## src/rtl/ppu_pkg.sv

```systemverilog
// Shared constants for the PPU layer mixer: default geometry, transparency key
// and the register map of the Avalon write bus.
package ppu_pkg;
    localparam int COLOR_W    = 24;
    localparam int NUM_LAYERS = 20;
    localparam int H_VISIBLE  = 640;
    localparam int V_VISIBLE  = 480;

    localparam logic [23:0] TRANSPARENT_KEY = 24'h202020;

    localparam logic [2:0] ADDR_BG   = 3'd0;
    localparam logic [2:0] ADDR_EN   = 3'd1;
    localparam logic [2:0] ADDR_TKEY = 3'd2;
    localparam logic [2:0] ADDR_PAIR = 3'd3;
    localparam logic [2:0] ADDR_CLR  = 3'd4;
endpackage

```

## src/rtl/ppu_layer_mixer_if.sv

```systemverilog
// Avalon-style register write bus shared with the display units.
interface ppu_layer_mixer_if;
    logic        write;
    logic [2:0]  address;
    logic [31:0] writedata;

    modport master (output write, output address, output writedata);
    modport slave  (input  write, input  address, input  writedata);
endinterface

```

## src/rtl/ppu_priority_select.sv

```systemverilog
// First-set-bit encoder: bit 0 of the mask has the highest priority.
module ppu_priority_select
    import ppu_pkg::*;
#(
    parameter int NUM_LAYERS = 20,
    parameter int IDX_W      = (NUM_LAYERS > 1) ? $clog2(NUM_LAYERS) : 1
) (
    input  logic [NUM_LAYERS-1:0] mask,
    output logic                  found,
    output logic [IDX_W-1:0]      index
);
    always_comb begin
        found = 1'b0;
        index = '0;
        // Walking downwards lets the lowest set bit overwrite the others.
        for (int i = NUM_LAYERS - 1; i >= 0; i--) begin
            if (mask[i]) begin
                found = 1'b1;
                index = IDX_W'(i);
            end
        end
    end
endmodule

```

## src/rtl/ppu_layer_mixer.sv

```systemverilog
// Two-stage layer compositor: stage 1 keys and registers the layers, stage 2
// picks the winning colour; also tracks per-frame collision of two layers.
module ppu_layer_mixer
    import ppu_pkg::*;
#(
    parameter int NUM_LAYERS = ppu_pkg::NUM_LAYERS,
    parameter int COLOR_W    = ppu_pkg::COLOR_W,
    parameter int H_VISIBLE  = ppu_pkg::H_VISIBLE,
    parameter int V_VISIBLE  = ppu_pkg::V_VISIBLE
) (
    input  logic                          clk,
    input  logic                          reset,
    ppu_layer_mixer_if.slave              bus,
    input  logic [9:0]                    hcount,
    input  logic [9:0]                    vcount,
    input  logic [NUM_LAYERS*COLOR_W-1:0] layer_rgb,
    output logic [COLOR_W-1:0]            RGB_output,
    output logic                          collision,
    output logic                          collision_irq
);
    localparam int IDX_W = (NUM_LAYERS > 1) ? $clog2(NUM_LAYERS) : 1;

    typedef logic [COLOR_W-1:0] color_t;

    color_t                              bg_color_q, bg_color_d;
    color_t                              tkey_q, tkey_d;
    logic [NUM_LAYERS-1:0]               layer_en_q, layer_en_d;
    logic [4:0]                          pair_a_q, pair_a_d, pair_b_q, pair_b_d;
    logic                                clr_req;
    logic [NUM_LAYERS-1:0]               opaque_q, opaque_d;
    logic [NUM_LAYERS-1:0][COLOR_W-1:0]  rgb_q;
    logic                                visible_q, visible_d;
    logic                                frame_end_q, frame_end_d;
    color_t                              rgb_out_q, rgb_out_d;
    logic                                collision_q, collision_d;
    logic                                irq_q, irq_d;
    logic                                acc_q, acc_d;
    logic                                sel_found;
    logic [IDX_W-1:0]                    sel_idx;
    logic                                pair_hit;
    logic                                unused_wdata;

    assign unused_wdata = &{1'b0, bus.writedata};

    function automatic logic mask_bit(input logic [NUM_LAYERS-1:0] mask,
                                      input logic [4:0] idx);
        mask_bit = 1'b0;
        for (int i = 0; i < NUM_LAYERS; i++) begin
            if (idx == 5'(i)) mask_bit = mask[i];
        end
    endfunction

    always_comb begin
        bg_color_d = bg_color_q;
        layer_en_d = layer_en_q;
        tkey_d     = tkey_q;
        pair_a_d   = pair_a_q;
        pair_b_d   = pair_b_q;
        clr_req    = 1'b0;
        if (bus.write) begin
            case (bus.address)
                ADDR_BG:   bg_color_d = bus.writedata[COLOR_W-1:0];
                ADDR_EN:   layer_en_d = bus.writedata[NUM_LAYERS-1:0];
                ADDR_TKEY: tkey_d     = bus.writedata[COLOR_W-1:0];
                ADDR_PAIR: begin
                    pair_a_d = bus.writedata[4:0];
                    pair_b_d = bus.writedata[12:8];
                end
                ADDR_CLR:  clr_req    = bus.writedata[0];
                default:   ;
            endcase
        end
    end

    generate
        for (genvar gi = 0; gi < NUM_LAYERS; gi++) begin : g_opaque
            assign opaque_d[gi] = layer_en_q[gi] &&
                                  (layer_rgb[gi*COLOR_W +: COLOR_W] != tkey_q);
        end
    endgenerate

    assign visible_d   = (hcount < 10'(H_VISIBLE)) && (vcount < 10'(V_VISIBLE));
    assign frame_end_d = (hcount == 10'd0) && (vcount == 10'(V_VISIBLE));

    ppu_priority_select #(
        .NUM_LAYERS (NUM_LAYERS),
        .IDX_W      (IDX_W)
    ) u_select (
        .mask  (opaque_q),
        .found (sel_found),
        .index (sel_idx)
    );

    // Out-of-range pair indices never match because mask_bit returns 0 for them.
    assign pair_hit = visible_q && mask_bit(opaque_q, pair_a_q) && mask_bit(opaque_q, pair_b_q);

    always_comb begin
        rgb_out_d = '0;
        if (visible_q) rgb_out_d = sel_found ? rgb_q[sel_idx] : bg_color_q;

        acc_d       = acc_q | pair_hit;
        collision_d = collision_q;
        irq_d       = 1'b0;
        // Frame end takes precedence over a clear written in the same cycle.
        if (frame_end_q) begin
            collision_d = acc_q;
            irq_d       = acc_q;
            acc_d       = 1'b0;
        end else if (clr_req) begin
            collision_d = 1'b0;
        end
    end

    always_ff @(posedge clk) begin
        if (reset) begin
            bg_color_q  <= '0;
            layer_en_q  <= '1;
            tkey_q      <= COLOR_W'(TRANSPARENT_KEY);
            pair_a_q    <= 5'd3;
            pair_b_q    <= 5'd5;
            opaque_q    <= '0;
            rgb_q       <= '0;
            visible_q   <= 1'b0;
            frame_end_q <= 1'b0;
            rgb_out_q   <= '0;
            collision_q <= 1'b0;
            irq_q       <= 1'b0;
            acc_q       <= 1'b0;
        end else begin
            bg_color_q  <= bg_color_d;
            layer_en_q  <= layer_en_d;
            tkey_q      <= tkey_d;
            pair_a_q    <= pair_a_d;
            pair_b_q    <= pair_b_d;
            opaque_q    <= opaque_d;
            rgb_q       <= layer_rgb;
            visible_q   <= visible_d;
            frame_end_q <= frame_end_d;
            rgb_out_q   <= rgb_out_d;
            collision_q <= collision_d;
            irq_q       <= irq_d;
            acc_q       <= acc_d;
        end
    end

    assign RGB_output    = rgb_out_q;
    assign collision     = collision_q;
    assign collision_irq = irq_q;
endmodule

```

## src/flat_wrapper.sv

```systemverilog
// flat-port wrapper written by rule: the top's interface ports become plain ports
module ppu_layer_mixer_flat import ppu_pkg::*;
#(
    parameter int NUM_LAYERS = ppu_pkg::NUM_LAYERS,
    parameter int COLOR_W    = ppu_pkg::COLOR_W,
    parameter int H_VISIBLE  = ppu_pkg::H_VISIBLE,
    parameter int V_VISIBLE  = ppu_pkg::V_VISIBLE
)
  (clk, reset, hcount, vcount, layer_rgb, RGB_output, collision, collision_irq, bus_write, bus_address, bus_writedata);
  ppu_layer_mixer_if bus_i ();
  input  logic clk;
  input  logic reset;
  input  logic [9:0] hcount;
  input  logic [9:0] vcount;
  input  logic [NUM_LAYERS*COLOR_W-1:0] layer_rgb;
  output logic [COLOR_W-1:0] RGB_output;
  output logic collision;
  output logic collision_irq;
  input wire logic [$bits(bus_i.write)-1:0] bus_write;
  input wire logic [$bits(bus_i.address)-1:0] bus_address;
  input wire logic [$bits(bus_i.writedata)-1:0] bus_writedata;
  assign bus_i.write = bus_write;
  assign bus_i.address = bus_address;
  assign bus_i.writedata = bus_writedata;
  ppu_layer_mixer #(.NUM_LAYERS(NUM_LAYERS), .COLOR_W(COLOR_W), .H_VISIBLE(H_VISIBLE), .V_VISIBLE(V_VISIBLE)) u_core (.clk(clk), .reset(reset), .bus(bus_i), .hcount(hcount), .vcount(vcount), .layer_rgb(layer_rgb), .RGB_output(RGB_output), .collision(collision), .collision_irq(collision_irq));
endmodule
```

## config.mk

```make
export PLATFORM = sky130hd
export DESIGN_NAME = ppu_layer_mixer_flat
export DESIGN_NICKNAME = d
export VERILOG_FILES = /design/src/rtl/ppu_pkg.sv /design/src/rtl/ppu_layer_mixer_if.sv /design/src/rtl/ppu_priority_select.sv /design/src/rtl/ppu_layer_mixer.sv /design/src/flat_wrapper.sv
export SDC_FILE = /design/constraint.sdc
export NUM_CORES = 1
export LEC_CHECK = 0
export ABC_AREA = 1
export BUFFER_PORTS_ARGS = -buffer_cell sky130_fd_sc_hd__buf_2
export CAP_MARGIN = 0
export CORE_AREA = 2 2 254 256
export DETAILED_ROUTE_END_ITERATION = 8
export DIE_AREA = 0 0 256 258
export GPL_ROUTABILITY_DRIVEN = 1
export PLACE_DENSITY = 0.63
export SYNTH_ARGS = -nofsm -noshare
export SYNTH_HDL_FRONTEND = slang
export SYNTH_HIERARCHICAL = 1
export SYNTH_SLANG_ARGS = --single-unit
```

## constraint.sdc

```tcl
create_clock -name clk -period 4.2 [get_ports clk]
set_input_delay 0.21 -clock clk [delete_from_list [all_inputs] [get_ports clk]]
set_output_delay 0.21 -clock clk [all_outputs]
set_load 0.01 [all_outputs]
```

Yosys cells after proc, flatten, opt, wreduce, memory -nomap -nowiden:

Index checks and enable logic that the tools add are counted.

* register bits: 607
* input bits: 538
* output and inout bits: 26

* reduce and logical (&&, ||, !) cells: 36
* magnitude comparators: 3
* eq/ne operators: 63
* bitwise logic cells: 3
* multiplexer cells: 87

Operator list (number)
* $ne A24 B24 Y1: 20
* $bmux W24 S5: 1
* $mux W5: 20
* $eq A5 B4 Y1 const B: 16
* $mux W1: 64
* $mux W24: 2
* $eq A5 B3 Y1 const B: 8
* $eq A5 B5 Y1 const B: 8
* $logic_and A1 B1 Y1: 24
* $eq A5 B2 Y1 const B: 4
* $eq A10 B9 Y1 const B: 1
* $eq A5 B1 Y1 const B: 2
* $logic_not A10 Y1: 1
* $logic_not A5 Y1: 2
* $lt A10 B10 Y1 const B: 1
* $lt A10 B9 Y1 const B: 1
* $reduce_and A2 Y1: 4
* $eq A3 B2 Y1 const B: 2
* $lt A5 B6 Y1 const B: 1
* $reduce_or A2 Y1: 3
* $eq A3 B1 Y1 const B: 1
* $eq A3 B3 Y1 const B: 1
* $logic_not A3 Y1: 1
* $not A1 Y1: 2
* other kinds (2): 2

Logic depth before layout (Yosys ltp):

Gate-level depths: netlist (run 1).

* depth after elaboration: 24
* mapped depth: 28

Cells and area by module:

Netlist (run 1), hierarchy kept.

Modules (own cells, without submodules)
* ppu_layer_mixer: seq. area each 12151.7 um^2, area each 27899.3 um^2, instances 1, cells each 3740
* ppu_priority_select: seq. area each 0.0 um^2, area each 280.3 um^2, instances 1, cells each 64

Least setup slack after synthesis (run 1):

No wires, ideal clock.

* path type: reg2reg
* start point: reg u_core.opaque_q[17]
* end point: reg u_core.rgb_out_q[11], in the netlist u_core/RGB_output[11]
* stages on the path, launching flop included: 28
* path buffers: 3
* data required time: 4109 ps
* library setup time: 91 ps
* clock period less this slack: 2488 ps
* data arrival time: 2397 ps
* path slack: 1712 ps
* path through: dfxtp_1 -> inv_1 -> nand2_1 -> nand2_1 -> nand2_1 -> nand2_1 -> nand2_1 -> nand2_1 -> nand2_1 -> nand2_1 -> nand2_1 -> nand2_1 -> nand2_1 -> nand2_1 -> nand2_1 -> nand2_1 -> nand2_1 -> nand2_1 -> a21oi_2 -> buf_2 -> buf_4 -> buf_4 -> nor2_1 -> o221ai_1 -> nand3_1 -> nand3_1 -> nand2_1 -> a311oi_1

* longest elaborated chain between the ends: 21
* elaborated cells on any way between the ends: 39
* those cells by class: mux: 39

Ends and longest elaborated chain
* start, declared: RTL line ppu_layer_mixer.sv:30 `logic [NUM_LAYERS-1:0] opaque_q, opaque_d;`
* start signal, assigned: RTL line ppu_layer_mixer.sv:135 `opaque_q <= opaque_d;`
* $mux W5 (18 in a row): RTL line ppu_priority_select.sv:17 `if (mask[i]) begin`
* via u_core.sel_idx[0]: RTL line ppu_layer_mixer.sv:39 `logic [IDX_W-1:0] sel_idx;`
* $bmux W24 S5: RTL line ppu_layer_mixer.sv:99 `if (visible_q) rgb_out_d = sel_found ? rgb_q[sel_idx] : bg_color_q;`
* $mux W24 (implied by the code): RTL line ppu_layer_mixer.sv:99
* $mux W24: RTL line ppu_layer_mixer.sv:99
* end signal, assigned: RTL line ppu_layer_mixer.sv:139 `rgb_out_q <= rgb_out_d;`
* end, declared: RTL line ppu_layer_mixer.sv:34 `color_t rgb_out_q, rgb_out_d;`

The timed path passes the listed nets, and every way through them passes these cells. The select of a mux whose other input is x is not followed.
A chain may end at the register's enable or synchronous reset.

Final worst setup path (run 1):

* start point: reg u_core.opaque_q[17]
* end point: reg u_core.rgb_out_q[0], in the netlist u_core/RGB_output[0]

Same word-level chain as after synthesis.

==> reports/summary.txt, run 1 <==
Post-CTS setup buffer count: 0
Port bufs: 555
Met2 routed WL: 61.0 mm
CP Launch Type: flip-flop
Fin. max-slew vios: 0
CP Class: reg -> reg
Initial DRC count: 3254
All-Layer GR Usage: 0.386
Final Hold Vio Count: 0
Total CTS buffers: 67
Die extent in x: 256 um
Yosys top cell by area: dfxtp_1
Max Cap Viol: 0
Core area: 63600 um2
Worst Tran Pin Value: 1.17 ns
Pwr per Cell Area: 377 nW/um2
DRC violations left: 0
Sequential area share after synthesis: 0.431
Metal3 WL: 11.9 mm
TritonCTS clock tree: done
Die Y-Extent: 258 um
# resized after CTS: 0
CTS sink cnt: 607
Syn Inst Count: 3804
Largest net degree at the start of global routing: 197
Antenna Violating Nets Remaining: 0
Post-Route WL: 133 mm
Top Ports: 564
Clk buf depth: 3
Clock Latency Late Sink: 0.62 ns
Synthesis Warnings: 6
Fmax: 0.264 GHz
Die area: 66000 um2
Outcome: completed
Max VDD drop: 0.255 mV
Worst relative slew slack: 0.217
1st-pass router iterations: 6
Initial Util: 0.443
LEAKAGE: 19.8 nW
Hold_buf cts: 512
Finish-stage setup viols: 0
Post-Syn Area per Cell: 7.41 um2
WP data arrival: 4.30 ns
Most common cell after layout, fill and taps aside: nor2_1
Root buf cell: clkbuf_16
Wire per inst: 23.4 um
Commonest cells after routing, fill and taps aside: nor2_1 (859), inv_1 (587), dfxtp_1 (586)
Via count: 30400
Fin Clk Skew: 0.0199 ns
Nets: 5305
Total power after layout: 14.8 mW
Area Growth Syn to Fin: 38.9%
Critical path endpoint category: flip-flop
Metal-1 WL: 49.6 mm
Grt total ovfl: 0
Yosys top cell area share: 0.431
Initial antenna violation count: 14
RePlAce Congestion: 0.948
Top sig layer: met5
Required time worst endpoint: 4.71 ns
Tcrit/Tclk final: 0.902
Seq cells post-synth: 607
Netlist cell types: 42
Synth top area cells: dfxtp_1 (43%), xor2_1 (12%), nor2_1 (11%)
Setup tns final: 0 ns
Row count: 93
Layout cells sized above 1: 0.167
Drt via density: 5.36
Clk slew on worst S/H paths: 0.06 ns
H-tree depth: 3
Final min period: 3.79 ns
Post-Synthesis Cell Area: 28200 um2
Number of global-route vias before repair: 29700
Syn nets: 4342
Crit-path max FO: 109
Reg2Reg Setup Slack: 0.41 ns
Dpl hpwl: 90.4 mm
HP Class: in -> reg
RSZ-0062 raised after global routing: false
Global-route wire length before repair: 189 mm
## metal layers
layer,GRT usage,up-vias
li1,-,13900
met1,0.451,14200
met2,0.641,1855
met3,0.0789,494
met4,0.263,10
met5,0,-
## sequential cells by signal (all words and copies together), names as in the netlist
name and cells:
u_core/pair_b_q 5, u_core/pair_a_q 5, u_core/acc_q 1, u_core/visible_q 1, u_core/tkey_q 24, u_core/collision_irq 1, u_core/rgb_q 480, u_core/collision 1
u_core/bg_color_q 24, u_core/frame_end_q 1, u_core/opaque_q 20, u_core/RGB_output 24, u_core/layer_en_q 20
## power by group
part / leakage, nW / switching, mW / internal (mW)
sequential: 5.05 / 0.200 / 6.05
clock: 1.11 / 2.48 / 3.54
combinational: 13.6 / 1.45 / 1.04
total: 19.8 / 4.13 / 10.6
## worst paths after layout
check                            start                   end  depth (start not counted)
setup / recovery   u_core/opaque_q[17]  u_core/RGB_output[0]                         26
hold / removal                   reset     u_core/rgb_q[473]                          2
setup reg to reg   u_core/opaque_q[17]  u_core/RGB_output[0]                         26
hold reg to reg   u_core/layer_en_q[6]    u_core/opaque_q[6]                          2
## cells in the mapped netlist, drive strengths merged
cell type	n
nor3	22
buf	75
nor2	865
nor4	113
a221oi	6
bufinv	1
nand3	62
a31o	6
o311ai	2
a21oi	20
dfxtp	607
o221ai	36
a211oi	1
a32o	2
o2111ai	12
o31ai	2
clkbuf	179
a311oi	24
xor2	400
o211ai	53
a41oi	1
and3	1
or2	2
o22ai	134
inv	601
clkinv	1
o21ai	299
nand2	252
nand4	24
a31oi	1
## cells by family after synthesis
logic type / count (synthesis) / share of synthesized area
buf+inv: 857 / 0.118
flops: 607 / 0.431
compound gates: 599 / 0.130
simple gates: 1341 / 0.197
xor+xnor: 400 / 0.124
## cell type report
class,instances,area [um2]
Fill cell,5615,24500
Multi-Input combinational cell,2340,12700
Sequential cell,607,12200
Timing Repair Buffer,1148,8610
Inverter,603,2280
Clock buffer,104,2080
Tap cell,855,1070
Clock inverter,15,163
Antenna cell,10,25.0
## metrics by stage
stage / hold slack, ns / cells / setup slack (ns) / area [um2] / utilization
2_1_floorplan: 0.317 / 3804 / 1.71 / 28200 / -
3_3_place_gp: 0.438 / 5041 / 0.497 / 31800 / 0.499
3_5_place_dp: 0.442 / 5041 / 0.494 / 31800 / 0.499
4_1_cts: 0.0829 / 5672 / 0.475 / 39100 / 0.615
5_1_grt: 0.0965 / 5679 / 0.133 / 39100 / 0.615
6_report: 0.0603 / 5682 / 0.412 / 39100 / 0.615
## critical path: stages, from the launching register on
cell	delay (ns)
dfxtp_1	0.37
inv_1	0.07
nand2_1	0.07
nand2_1	0.10
nand2_1	0.07
nand2_1	0.05
nand2_1	0.05
nand2_1	0.05
nand2_1	0.05
nand2_1	0.05
nand2_1	0.05
nand2_1	0.05
nand2_1	0.05
nand2_1	0.04
nand2_1	0.05
nand2_1	0.04
nand2_1	0.05
nand2_1	0.08
a21oi_4	0.27
buf_12	0.44
buf_4	0.47
o21ai_0	0.16
o22ai_1	0.27
nand2_1	0.11
nand3_1	0.10
nand2_1	0.16
a311oi_1	0.26
Power figures use the tool's default switching activity.
==> inputs of run 2 (changes only) <==
--- a/config.mk
+++ b/config.mk
@@ -13,6 +13,8 @@
 export DIE_AREA = 0 0 256 258
 export GPL_ROUTABILITY_DRIVEN = 1
 export PLACE_DENSITY = 0.63
+export REMOVE_ABC_BUFFERS = 1
+export SLEW_MARGIN = 20
 export SYNTH_ARGS = -nofsm -noshare
 export SYNTH_HDL_FRONTEND = slang
 export SYNTH_HIERARCHICAL = 1
==> run 2 against run 1 <==
- routed wire length shrank 5.6%
- clock power is essentially flat
- first-iteration DRC count fell by 5.0%
- sequential power decreased by 0.8%
- count of clock-buffer cells in the layout grew 3
- flip-flop and latch count is the same
- power shrank 0.16%
- combinational power grew 2%
- register-to-register slack improved by 0.35 ns
- clock skew is 0.0032 ns higher
- die area unchanged
- final area up 1.2%
- largest cell class unchanged
- highest routed layer unchanged
==> reports/summary.txt, run 2 (synthesized netlist as in run 1, its figures left out) <==
Outcome: completed
Max Cap Viol: 0 (unchanged)
Top Ports: 564 (unchanged)
Critical path depth: 26 (unchanged)
Fin Clk Skew: 0.0231 ns (+0.00323 ns)
DRC violations left: 0 (unchanged)
CP Launch Type: flip-flop
Antenna Violating Nets Remaining: 0 (unchanged)
Port bufs: 555 (unchanged)
Fin. max-slew vios: 0 (unchanged)
H-tree depth: 3 (unchanged)
Initial DRC count: 3092 (-5.0%)
Die Y-Extent: 258 um (unchanged)
CP peak stage delay: 0.39 ns (-0.08 ns)
Worst relative slew slack: 0.237 (+0.0200)
CP Class: reg -> reg
Post-CTS setup buffer count: 0 (unchanged)
Root buf cell: clkbuf_16
Max stage delay cell, worst path: dfxtp_1
Critical path endpoint category: flip-flop
Initial Util: 0.443 (unchanged)
Register bank with the most flops: u_core/rgb_q
Commonest cells after routing, fill and taps aside: nor2_1 (855), dfxtp_1 (607), inv_1 (587)
LEAKAGE: 20.0 nW (+1.4%)
Pwr per Cell Area: 372 nW/um2 (-1.4%)
Final min period: 3.44 ns (-0.349 ns)
Initial antenna violation count: 14 (unchanged)
Largest net degree at the start of global routing: 197 (unchanged)
Crit-path leading delay family: simple AND/OR/NAND/NOR gates
Layout cells sized above 1: 0.163 (-0.00439)
Hold Slack: 0.209 ns (+0.148 ns)
Post-Route WL: 125 mm (-5.6%)
Most frequent CP cell: nand2_1
Row count: 93 (unchanged)
RSZ-0062 raised after global routing: false
Grt total ovfl: 0 (unchanged)
Nets: 5348 (+0.81%)
Die extent in x: 256 um (unchanged)
R2R cell count: 26 (unchanged)
Final Hold Vio Count: 0 (unchanged)
Clock power share: 0.407 (about the same)
Fmax: 0.291 GHz (+10%)
Core area: 63600 um2 (unchanged)
Most common cell after layout, fill and taps aside: nor2_1
Fin worst setup slack: 0.761 ns (+0.349 ns)
Dpl hpwl: 85.4 mm (-5.6%)
Logic pwr share: 0.172 (+0.004)
HP Class: in -> reg
Total CTS buffers: 67 (unchanged)
Via count: 30300 (-0.39%)
Crit-path max FO: 73 (-33%)
Drt via density: 5.30 (-1.1%)
CTS sink cnt: 607 (unchanged)
Setup slack at placement: 0.814 ns (+0.319 ns)
Global-route wire length before repair: 183 mm (-3.1%)
RePlAce Congestion: 0.939 (-1.0%)
Tcrit/Tclk final: 0.819 (-0.0831)
Setup tns final: 0 ns (unchanged)
WP data arrival: 3.95 ns (-0.35 ns)
Max FFs per register: 480 (unchanged)
TritonCTS clock tree: done
All-Layer GR Usage: 0.367 (-0.0194)
Finish-stage setup viols: 0 (unchanged)
Die area: 66000 um2 (unchanged)
Switch Pwr: 4.08 mW (-1.3%)
Clk buf depth: 3 (unchanged)
Area Growth Syn to Fin: 40.6%
1st-pass router iterations: 6 (unchanged)
Int Power: 10.7 mW (+0.27%)
Worst Tran Pin Value: 1.14 ns (-0.0316 ns)
Wire per inst: 21.9 um (-6.3%)
Sw frac: 0.277 (-0.00315)
Sequential share of power: 0.421 (-0.003)
Clk slew on worst S/H paths: 0.06 ns (about the same)
CP bufs+invs: 3 (unchanged)
Worst hold stages: 5 (+3)
Max VDD drop: 0.283 mV (+11%)
Required time worst endpoint: 4.71 ns (about the same)
Clock Latency Late Sink: 0.61 ns (about the same)
Number of global-route vias before repair: 29400 (-0.89%)
==> run 2: changes by cell type in the layout (fill, tap and decap cells not counted), sizes merged <==
| cell | change |
|---|---|
| dlygate4sd3 | +38 |
| clkbuf | +3 |
| clkinv | -4 |
| buf | +5 |
| diode | -2 |
| inv | +2 |
==> run 2: through the flow <==
| step | instances | utilization | power (mW) | instance area (um2) |
|---|---|---|---|---|
| floorplan | 3550 | - | 7.30 | 27100 |
| global placement | 5046 | 0.501 | 8.34 | 31900 |
| detailed placement | 5046 | 0.501 | 8.35 | 31900 |
| CTS | 5716 | 0.622 | 14.7 | 39600 |
| global route | 5723 | 0.623 | 15.2 | 39600 |
| finish | 5724 | 0.623 | 14.7 | 39600 |
==> run 2: cell type report <==
cell class                 count  area, um2
sequential                   607      12200
timing repair buffer        1191       9110
clock buffer                 107       2080
antenna                        8       20.0
fill                        5507      24000
clock inverter                13        153
multi-input combinational   2340      12800
tap                          855       1070
inverter                     603       2280
==> run 2: tightest hold or removal path: stages <==
cell and delay, ns:
buf_2 0.13, inv_1 0.08, nor3_1 0.06, buf_4 0.17, o21ai_0 0.13
==> run 2: what timing repair did <==
action / CTS / global route
endpoints found under the hold margin: 549 / 0
hold buffers: 550 / 0
gates resized for setup: 0 / 0
==> run 2: path summary, 6_finish.rpt <==
kind                                               to  slack (ns)                start
worst min-delay path               u_core/pair_b_q[0]        0.21       bus_address[1]
worst min register to register           u_core/acc_q        0.48         u_core/acc_q
worst max register to register  u_core/RGB_output[23]        0.76  u_core/opaque_q[17]
worst max-delay path            u_core/RGB_output[23]        0.76  u_core/opaque_q[17]
==> run 2: layer usage <==
layer / vias to the layer above / share of wire / global-route usage / wire length (um)
met5: - / 0.00060 / 0 / 75
li1: 14000 / - / - / -
met3: 368 / 0.085 / 0.0563 / 10700
met2: 1701 / 0.46 / 0.605 / 57500
met1: 14200 / 0.40 / 0.464 / 50300
met4: 12 / 0.055 / 0.194 / 6930
==> run 2: power groups by stage <==
stage	sequential (mW)	combinational [mW]	clock, mW
after detailed placement	6.32	2.04	0
after CTS	6.19	2.45	6.03
after global routing	6.22	2.71	6.27
after global placement	6.32	2.02	0
after floorplan	6.29	1.01	0
final	6.20	2.54	6.00
